<file path="src/rtl/bus_pkg.sv">
// Shared types and defaults for the system-bus arbiter.
// Watchdog logic is present only when BUS_ARBITER_WATCHDOG_EN is defined.
package bus_pkg;

  typedef enum logic [1:0] {
    ARB_IDLE    = 2'd0,
    ARB_GRANTED = 2'd1,
    ARB_GAP     = 2'd2
  } arb_state_t;

  localparam int BUS_DEFAULT_TIMEOUT = 16;

endpackage

</file>
<file path="src/rtl/bus_watchdog.sv">
// Bus access timeout: pulses watchdog for one cycle after TIMEOUT consecutive
// pending edges. Instantiated by bus_arbiter only under BUS_ARBITER_WATCHDOG_EN.
module bus_watchdog
  import bus_pkg::*;
#(
  parameter int TIMEOUT = BUS_DEFAULT_TIMEOUT
) (
  input  logic clk,
  input  logic rst,
  input  logic rd_bus,
  input  logic wr_bus,
  input  logic fc_bus,
  output logic watchdog,
  output logic watchdog_fire
);

  localparam int              CNT_W    = $clog2(TIMEOUT);
  localparam logic [CNT_W-1:0] CNT_LAST = CNT_W'(TIMEOUT - 1);

  logic             w_pending;
  logic [CNT_W-1:0] r_count;
  logic             r_watchdog;

  assign w_pending = (rd_bus || wr_bus) && !fc_bus;

  // Combinational strike lets the arbiter revoke the grant on the same edge
  // that raises the registered pulse.
  assign watchdog_fire = w_pending && (r_count == CNT_LAST);

  always_ff @(posedge clk) begin
    if (rst) begin
      r_count    <= '0;
      r_watchdog <= 1'b0;
    end else begin
      r_watchdog <= watchdog_fire;
      if (!w_pending || watchdog_fire) begin
        r_count <= '0;
      end else begin
        r_count <= r_count + 1'b1;
      end
    end
  end

  assign watchdog = r_watchdog;

endmodule

</file>
<file path="src/rtl/bus_arbiter.sv">
// Round-robin system-bus arbiter with a dead cycle between owners.
// Define BUS_ARBITER_WATCHDOG_EN to enable the access-timeout watchdog.
module bus_arbiter
  import bus_pkg::*;
#(
  parameter int MASTERS = 4,
  parameter int TIMEOUT = BUS_DEFAULT_TIMEOUT
) (
  input  logic               clk,
  input  logic               rst,
  input  logic [MASTERS-1:0] bus_req,
  output logic [MASTERS-1:0] bus_grant,
  input  logic               rd_bus,
  input  logic               wr_bus,
  input  logic               fc_bus,
  output logic               watchdog
);

  localparam int               IDX_W     = (MASTERS > 1) ? $clog2(MASTERS) : 1;
  localparam logic [IDX_W-1:0] LAST_INIT = IDX_W'(MASTERS - 1);

  arb_state_t         r_state;
  arb_state_t         w_state_next;
  logic [IDX_W-1:0]   r_owner;
  logic [IDX_W-1:0]   w_owner_next;
  logic [IDX_W-1:0]   r_last;
  logic [IDX_W-1:0]   w_last_next;
  logic [MASTERS-1:0] r_grant;
  logic [MASTERS-1:0] w_grant_next;

  logic [IDX_W-1:0]   w_winner;
  logic [MASTERS-1:0] w_winner_onehot;
  logic [IDX_W:0]     w_sum;
  logic [IDX_W-1:0]   w_cand;
  logic               w_found;
  logic               w_busy;
  logic               w_wd_fire;

  assign w_busy = rd_bus || wr_bus;

  // Scan last+1, last+2, ... modulo MASTERS; first requester wins.
  always_comb begin
    w_found  = 1'b0;
    w_winner = '0;
    w_sum    = '0;
    w_cand   = '0;
    for (int k = 1; k <= MASTERS; k++) begin
      w_sum = {1'b0, r_last} + (IDX_W + 1)'(k);
      if (w_sum >= (IDX_W + 1)'(MASTERS)) begin
        w_sum = w_sum - (IDX_W + 1)'(MASTERS);
      end
      w_cand = w_sum[IDX_W-1:0];
      if (!w_found && bus_req[w_cand]) begin
        w_found  = 1'b1;
        w_winner = w_cand;
      end
    end
  end

  for (genvar gi = 0; gi < MASTERS; gi++) begin : g_onehot
    assign w_winner_onehot[gi] = (w_winner == IDX_W'(gi));
  end

  always_comb begin
    w_state_next = r_state;
    w_owner_next = r_owner;
    w_last_next  = r_last;
    w_grant_next = r_grant;
    case (r_state)
      ARB_IDLE: begin
        w_grant_next = '0;
        if (w_found) begin
          w_owner_next = w_winner;
          w_last_next  = w_winner;
          w_grant_next = w_winner_onehot;
          w_state_next = ARB_GRANTED;
        end
      end
      ARB_GRANTED: begin
        // A dropped request is honoured only once the bus is quiet.
        if ((!bus_req[r_owner] && !w_busy) || w_wd_fire) begin
          w_grant_next = '0;
          w_state_next = ARB_GAP;
        end
      end
      ARB_GAP: begin
        w_grant_next = '0;
        w_state_next = ARB_IDLE;
      end
      default: begin
        w_grant_next = '0;
        w_state_next = ARB_IDLE;
      end
    endcase
  end

  always_ff @(posedge clk) begin
    if (rst) begin
      r_state <= ARB_IDLE;
      r_owner <= '0;
      r_last  <= LAST_INIT;
      r_grant <= '0;
    end else begin
      r_state <= w_state_next;
      r_owner <= w_owner_next;
      r_last  <= w_last_next;
      r_grant <= w_grant_next;
    end
  end

  assign bus_grant = r_grant;

`ifdef BUS_ARBITER_WATCHDOG_EN
  bus_watchdog #(
    .TIMEOUT(TIMEOUT)
  ) u_watchdog (
    .clk          (clk),
    .rst          (rst),
    .rd_bus       (rd_bus),
    .wr_bus       (wr_bus),
    .fc_bus       (fc_bus),
    .watchdog     (watchdog),
    .watchdog_fire(w_wd_fire)
  );
`else
  logic w_unused;
  assign w_unused  = fc_bus ^ (TIMEOUT < 2);
  assign w_wd_fire = 1'b0;
  assign watchdog  = 1'b0;
`endif

endmodule

</file>
<file path="config.mk">
export PLATFORM = sky130hd
export DESIGN_NAME = bus_arbiter
export DESIGN_NICKNAME = d
export VERILOG_FILES = /design/src/rtl/bus_pkg.sv /design/src/rtl/bus_watchdog.sv /design/src/rtl/bus_arbiter.sv
export SDC_FILE = /design/constraint.sdc
export NUM_CORES = 1
export LEC_CHECK = 0
export CAP_MARGIN = 15
export CORE_MARGIN = 10
export CORE_UTILIZATION = 30
export CTS_CLUSTER_DIAMETER = 120
export CTS_CLUSTER_SIZE = 40
export DETAILED_ROUTE_END_ITERATION = 12
export GPL_TIMING_DRIVEN = 0
export PLACE_DENSITY_LB_ADDON = 0.3
export SETUP_SLACK_MARGIN = 0.2
export SYNTH_ARGS = -nofsm -noshare
export SYNTH_HDL_FRONTEND = slang
export SYNTH_SLANG_ARGS = --single-unit
</file>
<file path="constraint.sdc">
create_clock -name clk -period 3.5 [get_ports clk]
set_clock_uncertainty 0.05 [all_clocks]
set_input_delay 0.35 -clock clk [delete_from_list [all_inputs] [get_ports clk]]
set_output_delay 0.35 -clock clk [all_outputs]
set_load 0.02 [all_outputs]
</file>
# Yosys cells after proc, flatten, opt, wreduce, memory -nomap -nowiden
# Index checks and enable logic that the tools add are counted.
[word_totals]
register_bits = 10
inputBits = 9
[classes]
n_addsub = 8
order_cmp = 9
n_eq_ne = 6
mux = 28
reduce_logical = 14
[op_table]
columns = ["op", "count"]
rows = [
  ["$mux 2", 10],
  ["$lt 2x3->1 const B", 5],
  ["$ge 3x3->1 const B", 4],
  ["$bmux 1 s2", 5],
  ["$mux 1", 9],
  ["$mux 4", 2],
  ["$pmux 4 s2", 1],
  ["$sub 2x1->2 const B", 4],
  ["$add 2x2->3 const B", 2],
  ["$logic_not 1->1", 5],
  ["$eq 2x1->1 const B", 2],
  ["$eq 2x2->1 const B", 2],
  ["$logic_and 1x1->1", 4],
  ["$logic_not 2->1", 2],
  ["$ne 2x2->1 const B", 2],
  ["$pmux 2 s2", 1],
  ["$reduce_and 2->1", 2],
  ["$add 2x1->3 const B", 1],
  ["$add 2x3->3 const B", 1],
  ["$logic_or 1x1->1", 1],
]

# Longest topological paths before layout
[logic_depth]
word_depth = 18
mapped_depth = 5
mapped_depth_nobuf = 4

# Least setup slack after synthesis
# No wires, ideal clock.
[synth_timing]
path_kind = "in2reg"
startpoint = "in bus_req[3]"
endpoint = "reg r_grant[2] (netlist: bus_grant[2])"
t_arrival_ns = 1.310
setup_slack_ns = 2.078
path_stages = 4
path_buffers = 0
path_cell_list = "or2b_1 -> o21ai_0 -> a221oi_1 -> a32o_1"
[synth_between]
elab_chain_cells = 15
word_cells_on_any_way = 30
classes_between = "2 x eq/ne; 20 x mux; 8 x reduce/logical"
[synth_rtl]
columns = ["element", "line", "rtl"]
rows = [
  ["from (decl)", "bus_arbiter.sv:11", "input logic [MASTERS-1:0] bus_req,"],
  ["$bmux 1 s2", "bus_arbiter.sv:53", "if (!w_found && bus_req[w_cand]) begin"],
  ["$mux 1 (not written as such)", "bus_arbiter.sv:53", ""],
  ["$mux 1", "bus_arbiter.sv:53", ""],
  ["$logic_not 1->1", "bus_arbiter.sv:53", ""],
  ["$logic_and 1x1->1", "bus_arbiter.sv:53", ""],
  ["$mux 1", "bus_arbiter.sv:53", ""],
  ["$logic_not 1->1", "bus_arbiter.sv:53", ""],
  ["$logic_and 1x1->1", "bus_arbiter.sv:53", ""],
  ["$mux 1", "bus_arbiter.sv:53", ""],
  ["$logic_not 1->1", "bus_arbiter.sv:53", ""],
  ["$logic_and 1x1->1", "bus_arbiter.sv:53", ""],
  ["$mux 2", "bus_arbiter.sv:53", ""],
  ["$eq 2x2->1", "bus_arbiter.sv:61", "assign w_winner_onehot[gi] = (w_winner == IDX_W'(gi));"],
  ["$mux 4", "bus_arbiter.sv:72", "if (w_found) begin"],
  ["$pmux 4 s2", "bus_arbiter.sv:69", "case (r_state)"],
  ["to (signal assigned)", "bus_arbiter.sv:107", "r_grant <= w_grant_next;"],
  ["to (decl)", "bus_arbiter.sv:28", "logic [MASTERS-1:0] r_grant;"],
]
# Parallel ways exist; a longest one is shown, timed or not. The select of a mux whose other input is x is not followed.
# A chain may end at the register's enable or synchronous reset.

# Final worst setup path
# Same ends and word-level chain as after synthesis.

==> impl_summary.log <==
[metrics] Int Power: 0.202 mW
[metrics] PD cells: 438 mW/mm^2
[metrics] area enclosed by the die boundary: ~0.0037 mm^2
[metrics] share of synthesized area occupied by flip-flops and latches: between 40% and 50%
[metrics] unrepaired setup endpoints after global routing: no
[metrics] number of buffers created by CTS: 3
[metrics] period utilization: a little over half
[metrics] FF-to-FF setup slack: 1.83 ns
[metrics] # hold bufs at CTS: 0
[metrics] result of the run: finished clean
[metrics] parity-gate share of the synthesized area counting xor and xnor cells: 0%
[metrics] wire length of the first global-routing pass: 1840 um
[metrics] most used standard cells in the synthesized netlist: dfxtp_1, a21oi_1, nor2_1, nor3_1, nand2_1
[metrics] synthesized-area fraction occupied by ao, oa, aoi and oai cells: 21.2%
[metrics] Max-Cap Viols: 0
[metrics] fraction of power spent switching nets: 29.0%
[metrics] Syn-to-layout area delta: 30.8%
[metrics] First-pass DRT Iterations: 3
[metrics] distinct cell type count of the synthesized netlist: 28
[metrics] maximum number of pins on one net before global-route repair: 11
[metrics] clock net sink count: 10
[metrics] Synth Instances: 55
[metrics] Leak Pwr: 0.233 nW
[metrics] top_reg_cell synth: dfxtp_1
[metrics] post-synthesis sequential element count: 10
[metrics] synthesized cell area: 495 um^2
[metrics] Post-layout nets: 80
[metrics] Die Height: roughly 61 um
[metrics] vias in the first global route: 425
[metrics] top cell type's share of synthesized area: between 40% and 50%
[metrics] area share of fa/ha/maj cells after synthesis: 0%
[metrics] area used by sequential logic in the layout: 200 um^2
[metrics] share of cell area taken by muxes after synthesis: 4.04%
[metrics] post-CTS clock slew at the launch and capture registers of the worst setup and hold paths: approximately 0.060 ns
[metrics] startpoint class of the critical path: input pin
[metrics] critical path capture point: bus_grant[2]
[metrics] Worst Path Max Fanout: 6
[metrics] peak clock frequency supported by timing: 523 MHz
[metrics] number of remaining DRC errors: 0
[metrics] core footprint: 0.00154 mm^2
[metrics] clock group share of total power: 26.8%
[metrics] Die Wd: a little over 60 um
[metrics] depth of the most critical reg-to-reg path: 4
[metrics] Clock Latency Late Sink: 0.26 ns
[metrics] EDFF count, synth: 0
[metrics] critical path class: input pin to register
[metrics] footprint of the multi-input gates: 275 um^2
[metrics] kind of end point of the critical path: register
[metrics] worst-case hold slack: 0.419 ns
[metrics] post-CTS resize count: 0
[metrics] residual antenna-violating net count after detailed routing: 0
[metrics] final hold violation count: 0
[metrics] Net Switching: 0.0825 mW
[metrics] synth top area cells: dfxtp_1, a21oi_1, mux2i_1, nor3_1, o2bb2ai_1
[metrics] mean routed wirelength per cell: 13.0 um
[metrics] number of diodes: 0
[metrics] slew of the pin with the lowest slew margin: 0.796 ns
[metrics] number of DRC violations after detailed-routing iteration 0: 2
[metrics] post-synth net total: 64
[metrics] Comb power frac: 25.1%
[metrics] overflow left after global routing: 0
[metrics] initial antenna violation count: 0
[metrics] library cell occupying the most area in the post-synthesis netlist: dfxtp_1
[metrics] max-slew violation count: 0
[metrics] Setup crit start: bus_req[3]
[metrics] layout cells sized above 1: 13.0%
[metrics] normalized max-slew margin: 46.9%
[metrics] Min Clock Period, post-route: 1.91 ns
[metrics] sum of net half-perimeters after detailed placement: 853 um
[metrics] fraction of the mapped netlist area in simple logic gates: 29.5%
[metrics] Root Driver: clkbuf_4
[metrics] sequential group share of total power: approximately 48%
[metrics] Reg-to-Reg End: bus_grant[2]
[metrics] Fin Setup TNS: 0 ns
[metrics] critical path arrival: around 2.1 ns
[metrics] Tightest Hold Check Type: register to register
[metrics] number of cells on the worst hold path: 1
[metrics] final RePlAce weighted congestion: ~0.75
[metrics] most repeated cell in the gate-level netlist after synthesis: dfxtp_1
[metrics] Async S/R FF share, synth: 0%
[metrics] total of buffers placed on input and output ports: 11
[metrics] Setup Fix Bufs, Post-CTS: 0
[metrics] filler instances: 169
[metrics] total number of yosys warnings: 0
[metrics] worst endpoint required time: 3.65 ns
[metrics] dominant combinational cell family by area after synthesis: simple AND/OR/NAND/NOR gates
[metrics] vias after detailed routing: 452
[metrics] I/O pin total: 14
[metrics] maximum clock path buffer count: 2
[metrics] CTS H-tree lvls: 1
[metrics] Total Routed Length: between 1000 and 1500 um
[metrics] overall routing resource usage: 6.57%
[metrics] CTS tree: yes
[metrics] worst flop-to-flop path startpoint: r_last[0]
[metrics] vias per cell: 5.32
[metrics] Rows: 14
[metrics] Setup-failing EPs final: 0
[metrics] mean area per synthesized cell: around 9.0 um^2
[metrics] Worst IR Drop VDD: 230 uV
[metrics] effective utilization at floorplan: around 32%
==> per-layer routing <==
metal / wire length [um] / track usage, %
met1: 474 / 7.42
met2: 518 / 9.32
met3: 106 / 5.85
met4: 7 / 0.940
met5: 0 / 0
==> stage by stage <==
stage                     setup slack, ns  std cells  power (mW)  area, um^2  utilization [%]
after floorplan                      2.08         55       0.182         495                -
after global placement               1.35         82       0.210         626             40.6
after detailed placement             1.33         82       0.211         626             40.6
after CTS                            1.60         85       0.289         648             42.0
after global routing                 1.44         85       0.305         648             42.0
final                                1.59         85       0.284         648             42.0
==> cell usage in the layout, fill, tap and decap left out, types with 3 or more instances in the layout <==
cell type	count
clkdlybuf4s50_1	11
dfxtp_1	10
a21oi_1	5
nor3_1	4
nor2_1	4
nand2_1	3
clkbuf_4	3
==> kinds of logic (layout without fill, tap and decap cells) <==
family                 Yosys count  count (layout)
AND/OR/NAND/NOR                 24              24
other                            1               1
AO/OA/AOI/OAI                   14              14
flip-flops                      10              10
buffers and inverters            4              18
multiplexers                     2               2
==> flip-flops by register name, indices dropped and copies added (netlist names) <==
signal	cells
r_last	2
r_state	2
bus_grant	4
r_owner	2
==> power groups by stage <==
stage                     clock, mW  combinational, mW  sequential [mW]
after floorplan                   0             0.0397            0.143
after global placement            0             0.0715            0.139
after detailed placement          0             0.0715            0.139
after CTS                    0.0805             0.0721            0.137
after global routing         0.0874             0.0792            0.138
final                        0.0763             0.0713            0.137
==> critical path, cell delays in order <==
cell	delay (ns)
clkdlybuf4s50_1	0.47
or2b_1	0.21
o21ai_0	0.08
a221oi_1	0.69
a32o_1	0.26
==> worst min-delay path by stage <==
stage                 startpoint            to  slack [ns]
floorplan             r_owner[1]    r_owner[1]        0.40
global placement    bus_grant[3]  bus_grant[3]        0.40
detailed placement  bus_grant[3]  bus_grant[3]        0.40
CTS                 bus_grant[3]  bus_grant[3]        0.42
global route        bus_grant[3]  bus_grant[3]        0.44
finish              bus_grant[1]  bus_grant[1]        0.42
==> cell type report <==
class / instances / area share, %
plain buffers: 3 / 2.51
well taps: 16 / 3.09
repair buffers: 11 / 17.0
inverters: 1 / 0.579
multi-input cells: 41 / 42.5
clock buffers: 3 / 3.47
flip-flops and latches: 10 / 30.9
Power figures use the tool's default switching activity.
